### config.mk
export PLATFORM = sky130hd
export DESIGN_NAME = lsu_bus_ctrl
export DESIGN_NICKNAME = d
export VERILOG_FILES = /design/src/rtl/lsu_bus_ctrl.sv
export SDC_FILE = /design/constraint.sdc
export NUM_CORES = 1
export LEC_CHECK = 0
export CORE_MARGIN = 2
export CORE_UTILIZATION = 50
export DETAILED_ROUTE_END_ITERATION = 8
export HOLD_SLACK_MARGIN = 0.12
export PLACE_DENSITY = 0.86
export SYNTH_ARGS = -nofsm -noshare
export SYNTH_HDL_FRONTEND = slang
export SYNTH_SLANG_ARGS = --single-unit
### constraint.sdc
create_clock -name clk_i -period 4.3 [get_ports clk_i]
set_clock_uncertainty 0.15 [all_clocks]
set_input_delay 0.645 -clock clk_i [delete_from_list [all_inputs] [get_ports clk_i]]
set_output_delay 0.645 -clock clk_i [all_outputs]
set_load 0.01 [all_outputs]
### src/rtl/lsu_bus_ctrl.sv
// lsu_bus_ctrl: sequential load/store unit driving a req/gnt/rvalid data-memory port.
// Define LSU_MISALIGN_TRAP_EN to trap misaligned accesses instead of force-aligning them.
module lsu_bus_ctrl #(
  parameter int XLEN        = 32,
  parameter int TIMEOUT_CYC = 255
) (
  input  logic            clk_i,
  input  logic            rst_ni,
  input  logic            req_valid_i,
  output logic            req_ready_o,
  input  logic [3:0]      load_store_type_i,
  input  logic [XLEN-1:0] addr_i,
  input  logic [XLEN-1:0] write_data_i,
  output logic            done_o,
  output logic [XLEN-1:0] read_data_o,
  output logic            misaligned_o,
  output logic            access_fault_o,
  output logic            mem_req_o,
  input  logic            mem_gnt_i,
  output logic            mem_we_o,
  output logic [XLEN-1:0] mem_addr_o,
  output logic [XLEN/8-1:0] mem_be_o,
  output logic [XLEN-1:0] mem_wdata_o,
  input  logic            mem_rvalid_i,
  input  logic [XLEN-1:0] mem_rdata_i
);
  localparam int NB  = XLEN / 8;
  localparam int OFS = $clog2(NB);
  localparam int TW  = TIMEOUT_CYC > 0 ? $clog2(TIMEOUT_CYC + 1) : 1;
  localparam logic [3:0] L_B = 4'd0, L_BU = 4'd1, L_H = 4'd2, L_HU = 4'd3, L_W = 4'd4;
  localparam logic [3:0] S_B = 4'd5, S_H = 4'd6, S_W = 4'd7;

  typedef enum logic [1:0] {IDLE, REQ, WAIT, RESP} state_e;

  state_e          state, state_d;
  logic [3:0]      typ_q;
  logic [XLEN-1:0] addr_q, wdata_q, rdata_q;
  logic [TW-1:0]   cnt;
  logic            fault_q, mis_q;
  logic            accept, busy, tmo;
  logic            in_ls, in_h, in_w, mis_in, trap;
  logic [XLEN-1:0] addr_al;
  logic            q_h, q_w, q_ld, q_st;
  logic [OFS-1:0]  ofs;
  logic [NB-1:0]   be;
  logic [XLEN-1:0] wsh, wmask, sh, ext;

  assign in_ls   = load_store_type_i <= S_W;
  assign in_h    = load_store_type_i == L_H || load_store_type_i == L_HU || load_store_type_i == S_H;
  assign in_w    = load_store_type_i == L_W || load_store_type_i == S_W;
  assign mis_in  = (in_h & addr_i[0]) | (in_w & |addr_i[1:0]);
  assign addr_al = addr_i & ~XLEN'(in_w ? 2'b11 : {1'b0, in_h});
`ifdef LSU_MISALIGN_TRAP_EN
  assign trap = in_ls & mis_in;
`else
  assign trap = 1'b0;
`endif

  assign accept = state == IDLE && req_valid_i;
  assign busy   = state == REQ || state == WAIT;
  assign tmo    = TIMEOUT_CYC != 0 && busy && cnt == TW'(TIMEOUT_CYC - 1);

  always_comb begin
    state_d = state;
    case (state)
      IDLE: state_d = req_valid_i ? ((in_ls && !trap) ? REQ : RESP) : IDLE;
      REQ:  state_d = tmo ? RESP : mem_gnt_i ? WAIT : REQ;
      WAIT: state_d = (tmo || mem_rvalid_i) ? RESP : WAIT;
      RESP: state_d = IDLE;
      default: state_d = IDLE;
    endcase
  end

  always_ff @(posedge clk_i or negedge rst_ni) begin
    if (!rst_ni) begin
      state   <= IDLE;
      typ_q   <= '0;
      addr_q  <= '0;
      wdata_q <= '0;
      rdata_q <= '0;
      cnt     <= '0;
      fault_q <= 1'b0;
      mis_q   <= 1'b0;
    end else begin
      state <= state_d;
      if (accept) begin
        typ_q   <= load_store_type_i;
        addr_q  <= addr_al;
        wdata_q <= write_data_i;
        rdata_q <= '0;
        cnt     <= '0;
        fault_q <= 1'b0;
        mis_q   <= trap;
      end
      if (busy) cnt <= cnt + TW'(1);
      if (tmo) fault_q <= 1'b1;
      if (state == WAIT && mem_rvalid_i && !tmo) rdata_q <= mem_rdata_i;
    end
  end

  assign q_h  = typ_q == L_H || typ_q == L_HU || typ_q == S_H;
  assign q_w  = typ_q == L_W || typ_q == S_W;
  assign q_ld = typ_q <= L_W;
  assign q_st = typ_q == S_B || typ_q == S_H || typ_q == S_W;
  assign ofs  = addr_q[OFS-1:0];
  assign be   = NB'(q_w ? 4'hF : q_h ? 4'h3 : 4'h1) << ofs;
  assign wsh  = wdata_q << {ofs, 3'b000};
  assign sh   = rdata_q >> {ofs, 3'b000};

  always_comb begin
    wmask = '0;
    for (int i = 0; i < NB; i++) wmask[8*i +: 8] = {8{be[i]}};
  end

  assign ext = typ_q == L_B  ? XLEN'($signed(sh[7:0])) :
               typ_q == L_BU ? XLEN'(sh[7:0]) :
               typ_q == L_H  ? XLEN'($signed(sh[15:0])) :
               typ_q == L_HU ? XLEN'(sh[15:0]) :
                               XLEN'($signed(sh[31:0]));

  assign req_ready_o    = state == IDLE;
  assign done_o         = state == RESP;
  assign mem_req_o      = state == REQ;
  assign mem_we_o       = mem_req_o & q_st;
  assign mem_addr_o     = mem_req_o ? {addr_q[XLEN-1:OFS], {OFS{1'b0}}} : '0;
  assign mem_be_o       = mem_req_o ? be : '0;
  assign mem_wdata_o    = mem_req_o ? (wsh & wmask) : '0;
  assign misaligned_o   = done_o & mis_q;
  assign access_fault_o = done_o & fault_q;
  assign read_data_o    = (done_o && q_ld && !fault_q && !mis_q) ? ext : '0;
endmodule
---- Yosys cells after proc, flatten, opt, wreduce, memory -nomap -nowiden ----
Cells that the tools add are included.
operators by class
  add/sub/neg operators ................... 1
  magnitude comparators ................... 2
  eq/ne operators ......................... 16
  shift-type cells ........................ 3
  multiplexer cells ....................... 23
  bitwise logic cells ..................... 5
  reductions and logical operators ........ 23
operators with widths
  cell                   count
  $mux W32               9
  $and A32 B32 Y32       2
  $not A2 Y32            1
  $shl A32 B5 Y32        1
  $shr A32 B5 Y32        1
  $eq A4 B3 Y1 const B   7
  $eq A4 B2 Y1 const B   4
  $mux W8                2
  $mux W2                6
  $logic_or A1 B1 Y1     10
  $add A8 B1 Y8 const B  1
  $eq A8 B8 Y1 const B   1
  $le A4 B3 Y1 const B   2
  $mux W4                2
  $pmux W2 S4            1
  $logic_and A1 B1 Y1    6
  $reduce_bool A2 Y1     3
  $eq A2 B2 Y1 const B   2
  $eq A4 B1 Y1 const B   1
  $logic_not A4 Y1       1
  $shl A4 B2 Y4          1
  $mux W1                3
  $and A1 B1 Y1          2
  $eq A2 B1 Y1 const B   1
  other kinds (2)        3
word-level totals
  register bits ........................... 111
  input port bits ......................... 105
  output and inout bits ................... 106
  word-level logic and storage cells ...... 80

---- Depth between registers and ports, before layout ----
Gate-level depths: netlist of run 1.
  depth in word-level cells ............... 8
  depth in mapped cells ................... 8
  depth with buffers taken out ............ 6

---- Least setup slack after synthesis of run 1 ----
Ideal clock, no wire load.
  path type ............................... register to output
  start ................................... register state[1]
  end ..................................... output mem_we_o
  data arrival time ....................... 1.686 ns
  required time ........................... 3.505 ns
  slack ................................... 1.819 ns
  stages on the path, launching flop included .. 7
  path buffers ............................ 2
  cell sequence ........................... dfrtp_1 > inv_1 > ha_1 > clkbuf_1 > inv_1 > clkbuf_1 > nor4b_1
between the ends
  cells in the longest elaborated chain, start to end .. 2
RTL lines
  element                   RTL line  RTL
  start: declaration        35        state_e state, state_d;
  start signal: assignment  85        state <= state_d;
  $eq A2 B1 Y1              123       assign mem_req_o = state == REQ;
  named net mem_req_o       18        output logic mem_req_o,
  $and A1 B1 Y1             124       assign mem_we_o = mem_req_o & q_st;
  end: declaration          20        output logic mem_we_o,
The timed path passes the listed nets, and every way through them passes these cells.

---- Worst setup path after layout of run 1 ----
  start ................................... register addr_q[0]
  end ..................................... output mem_wdata_o[25]
between the ends
  cells in the longest elaborated chain, start to end .. 3
RTL lines
  element                                                  RTL line  RTL
  start: declaration                                       37        logic [XLEN-1:0] addr_q, wdata_q, rdata_q;
  start signal: assignment                                 88        addr_q <= addr_al;
  $shl A32 B5 Y32 / $shl A4 B2 Y4 (equally long branches)  107, 106
  $and A32 B32 Y32 (*)                                     127       assign mem_wdata_o = mem_req_o ? (wsh & wmask) : '0;
  $mux W32 (*)                                             127
  end: declaration                                         23        output logic [XLEN-1:0] mem_wdata_o,
Mark *: on every way between the ends. The rest lies on a longest branch, timed or not.

==> results.yml, run 1 <==
min_path:
  hold_path.class: "primary input to async pin"
sta:
  hold_viol: 0
  max_freq_mhz: 251
  slew_viol_final: 0
  finalCritPeriodShare_pct: 92.7
  fin_crit_ps: 3990
  setup_tns_ps: 0
  slew_headroom_pct: 29.2
  worst_pin_slew_ps: 1060
  rsz0062_at_grt: "no"
  setup_viol: 0
drt:
  wl_met1_mm: 7.21
  top_layer: "met4"
  drtIter0Drc: 372
  avgViaCountPerCell: 5.43
  drc_errors: 0
  route.met3.wl_microns: 945
  vias: 5369
  wl_met2_mm: 8.57
  avgRoutedWirePerCell_microns: 17.3
  wl_mm: 17.1
  dr.pass1.iters: 5
  ant_nets: 0
clock_tree:
  clockBufferDepth: 2
  clock-sinks: 111
  cts_tree: "yes"
  cts.clk_slew.worst_paths_ps: 80
  cts-hold-fix-buffers: 0
  cts_resized: 0
  numCtsBuffers: 9
  cts_root_buffer: "clkbuf_16"
  post_cts_buffers: 0
  htreeDepth: 3
  clk_latency_ps: 360
setup_path:
  crit_type: "flip-flop to output pin"
  slowest_stage: "dfrtp_2"
  critPathTopFamily: "buffers and inverters"
  slowest_delay_ps: 780
  start_kind: "flip-flop"
  critPathArrivalTime_ps: 3190
  critPathMaxFanout: 36
  critical_path.cell_chain: "buf_4 -> o221ai_1 -> a211oi_1 -> clkdlybuf4s50_1"
  setup.worst_path.end_class: "output pin"
  crit_required_ps: 3500
  critPathBufInv: 2
synth:
  syn_avg_cell_area_sq_um: 10.1
  yosys_warnings: 0
  synth-main-ff-cell: "dfrtp_1"
  ys_async_sr_fraction_pct: 100
  ys_ff_latch: 111
  ys_seq_area_share_pct: 43.7
  syn-cell-area_sq_mm: 0.00635
  synth_edf_count: 0
  netlist_instances: 628
  ys_types: 47
global_routing:
  gr-total-overflow: 0
  grt_max_degree: 85
  antenna_found_initial: 0
  grt_pass1_vias: 5479
  grt_pass1_wl_mm: 27.0
  grt_usage_pct: 25.6
placed_design:
  io_buffer_count: 207
  gp_congestion: 0.915
  dp_hpwl_mm: 12.8
finish:
  final_cell_mix: "clkdlybuf4s50_1 (206), dfrtp_1 (109), mux2_2 (72)"
  nets: 922
  area_growth_pct: 37.9
  drive_gt1_share_pct: 14.1
  antenna_cells: 0
  mostFrequentLayoutCell: "clkdlybuf4s50_1"
  utilization_pct: 70.0
die:
  start_util_pct: 50.8
  die_h_microns: 117
  core.rowCount: 41
  fp.dieW_microns: 117
  core-area_sq_mm: 0.0125
  ios: 211
  die-area_sq_mm: 0.0136
power_and_ir_drop:
  p_switching_w: 0.00229
  p_int_w: 0.00341
  p_per_area_mw_per_mm2: 651
  p_clk_share_pct: 14.3
  pwr-share-comb_pct: 51.4
  seqPwrFrac_pct: 34.3
  leakagePower_nw: 3.85
  vdd_drop_max_mv: 0.539
  swShare_pct: 40.2
run_status:
  status: "completed"
job:
  drv_cap: 0
## cell families (layout without fill, tap and decap cells)
family / after synthesis / count (layout) / share of synthesized area, %
xor gates and xnor gates: 3 / 3 / 0.414
other: 1 / 3 / 0.0590
and+or+nand+nor: 157 / 157 / 12.4
AOI/OAI and AO/OA: 125 / 125 / 12.5
buffers and inverters: 88 / 274 / 6.50
adders and majority gates: 6 / 6 / 1.18
muxes: 137 / 137 / 23.2
DFF: 111 / 111 / 43.7
## metrics by stage
stage                     power (W)  setup WS (ps)  hold slack [ps]  area [sq um]  cells
final                       0.00570            313              183          8760    988
after detailed placement    0.00489            752              335          8470    972
after CTS                   0.00572            355              201          8760    988
after global routing        0.00611           92.6              237          8760    988
after global placement      0.00475            858              330          8470    972
after floorplan             0.00380           1820              199          6360    630
## area by class of cell
class                   count  area, sq um
clock inverters             5         48.8
well taps                 172          215
inverters                  42          158
multi-input cells         431         3180
repair buffers            216         2140
flip-flops and latches    111         2780
fillers                   958         3760
clock buffers              11          243
## routing by layer
layer,track usage [%],vias up
li1,-,2528
met2,43.5,197
met3,4.72,25
met5,0,-
met1,32.7,2619
met4,9.73,0
## worst paths after layout
kind                             from              end  slack (ps)  depth (start not counted)
max                         addr_q[0]  mem_wdata_o[25]         310                          4
min                            rst_ni       rdata_q[3]         180                          1
max reg2reg                  state[0]      rdata_q[25]        1550                          6
min reg2reg                addr_q[25]       addr_q[25]         350                          1
max in group asynchronous      rst_ni       wdata_q[3]        2890                          2
min in group clk_i         addr_q[25]       addr_q[25]         350                          1
## flip-flops by register name (all words and copies together), names as in the netlist
| register | flops |
|---|---|
| rdata_q | 32 |
| cnt | 8 |
| wdata_q | 32 |
| addr_q | 32 |
| typ_q | 4 |
| state | 2 |
| fault_q | 1 |
## synthesized netlist by cell type (all sizes together) (2+ instances only)
| library cell | number | share of area (%) |
|---|---|---|
| mux2i | 64 | 10 |
| o21ai | 35 | 2.8 |
| buf | 32 | 3.2 |
| a211oi | 32 | 4.5 |
| nor2 | 37 | 2.3 |
| inv | 42 | 2.5 |
| ha | 6 | 1.2 |
| dfrtp | 111 | 44 |
| mux2 | 72 | 13 |
| nand3 | 7 | 0.63 |
| xor2 | 3 | 0.41 |
| a31oi | 3 | 0.30 |
| nand2 | 46 | 2.7 |
| nor2b | 10 | 0.98 |
| nand4 | 4 | 0.39 |
| clkbuf | 14 | 0.85 |
| or3 | 2 | 0.20 |
| a21oi | 44 | 3.5 |
| o211ai | 3 | 0.43 |
| nand2b | 3 | 0.30 |
| and2 | 40 | 3.9 |
| nor3 | 2 | 0.24 |
| and3 | 3 | 0.30 |
## power groups by stage
stage / combinational [W] / sequential [W] / clock (W)
after detailed placement: 0.00293 / 0.00196 / 0
final: 0.00293 / 0.00196 / 0.000814
after floorplan: 0.00205 / 0.00175 / 0
after CTS: 0.00294 / 0.00194 / 0.000833
after global routing: 0.00322 / 0.00202 / 0.000869
after global placement: 0.00284 / 0.00191 / 0
(Power assumes the default switching activity.)
==> inputs of run 2 (changes only) <==
--- a/config.mk
+++ b/config.mk
@@ -7,6 +7,7 @@
 export LEC_CHECK = 0
 export CORE_MARGIN = 2
 export CORE_UTILIZATION = 50
+export CTS_CLUSTER_DIAMETER = 50
 export DETAILED_ROUTE_END_ITERATION = 8
 export HOLD_SLACK_MARGIN = 0.12
 export PLACE_DENSITY = 0.86
==> results of run 2 <==
Final layout, timing and power as in run 1 (identical DEF).
==> inputs of run 3 (changes only) <==
--- a/config.mk
+++ b/config.mk
@@ -11,6 +11,7 @@
 export DETAILED_ROUTE_END_ITERATION = 8
 export HOLD_SLACK_MARGIN = 0.12
 export PLACE_DENSITY = 0.86
+export SLEW_MARGIN = 10
 export SYNTH_ARGS = -nofsm -noshare
 export SYNTH_HDL_FRONTEND = slang
 export SYNTH_SLANG_ARGS = --single-unit
==> results of run 3 <==
Final layout, timing and power as in run 1 (identical DEF).
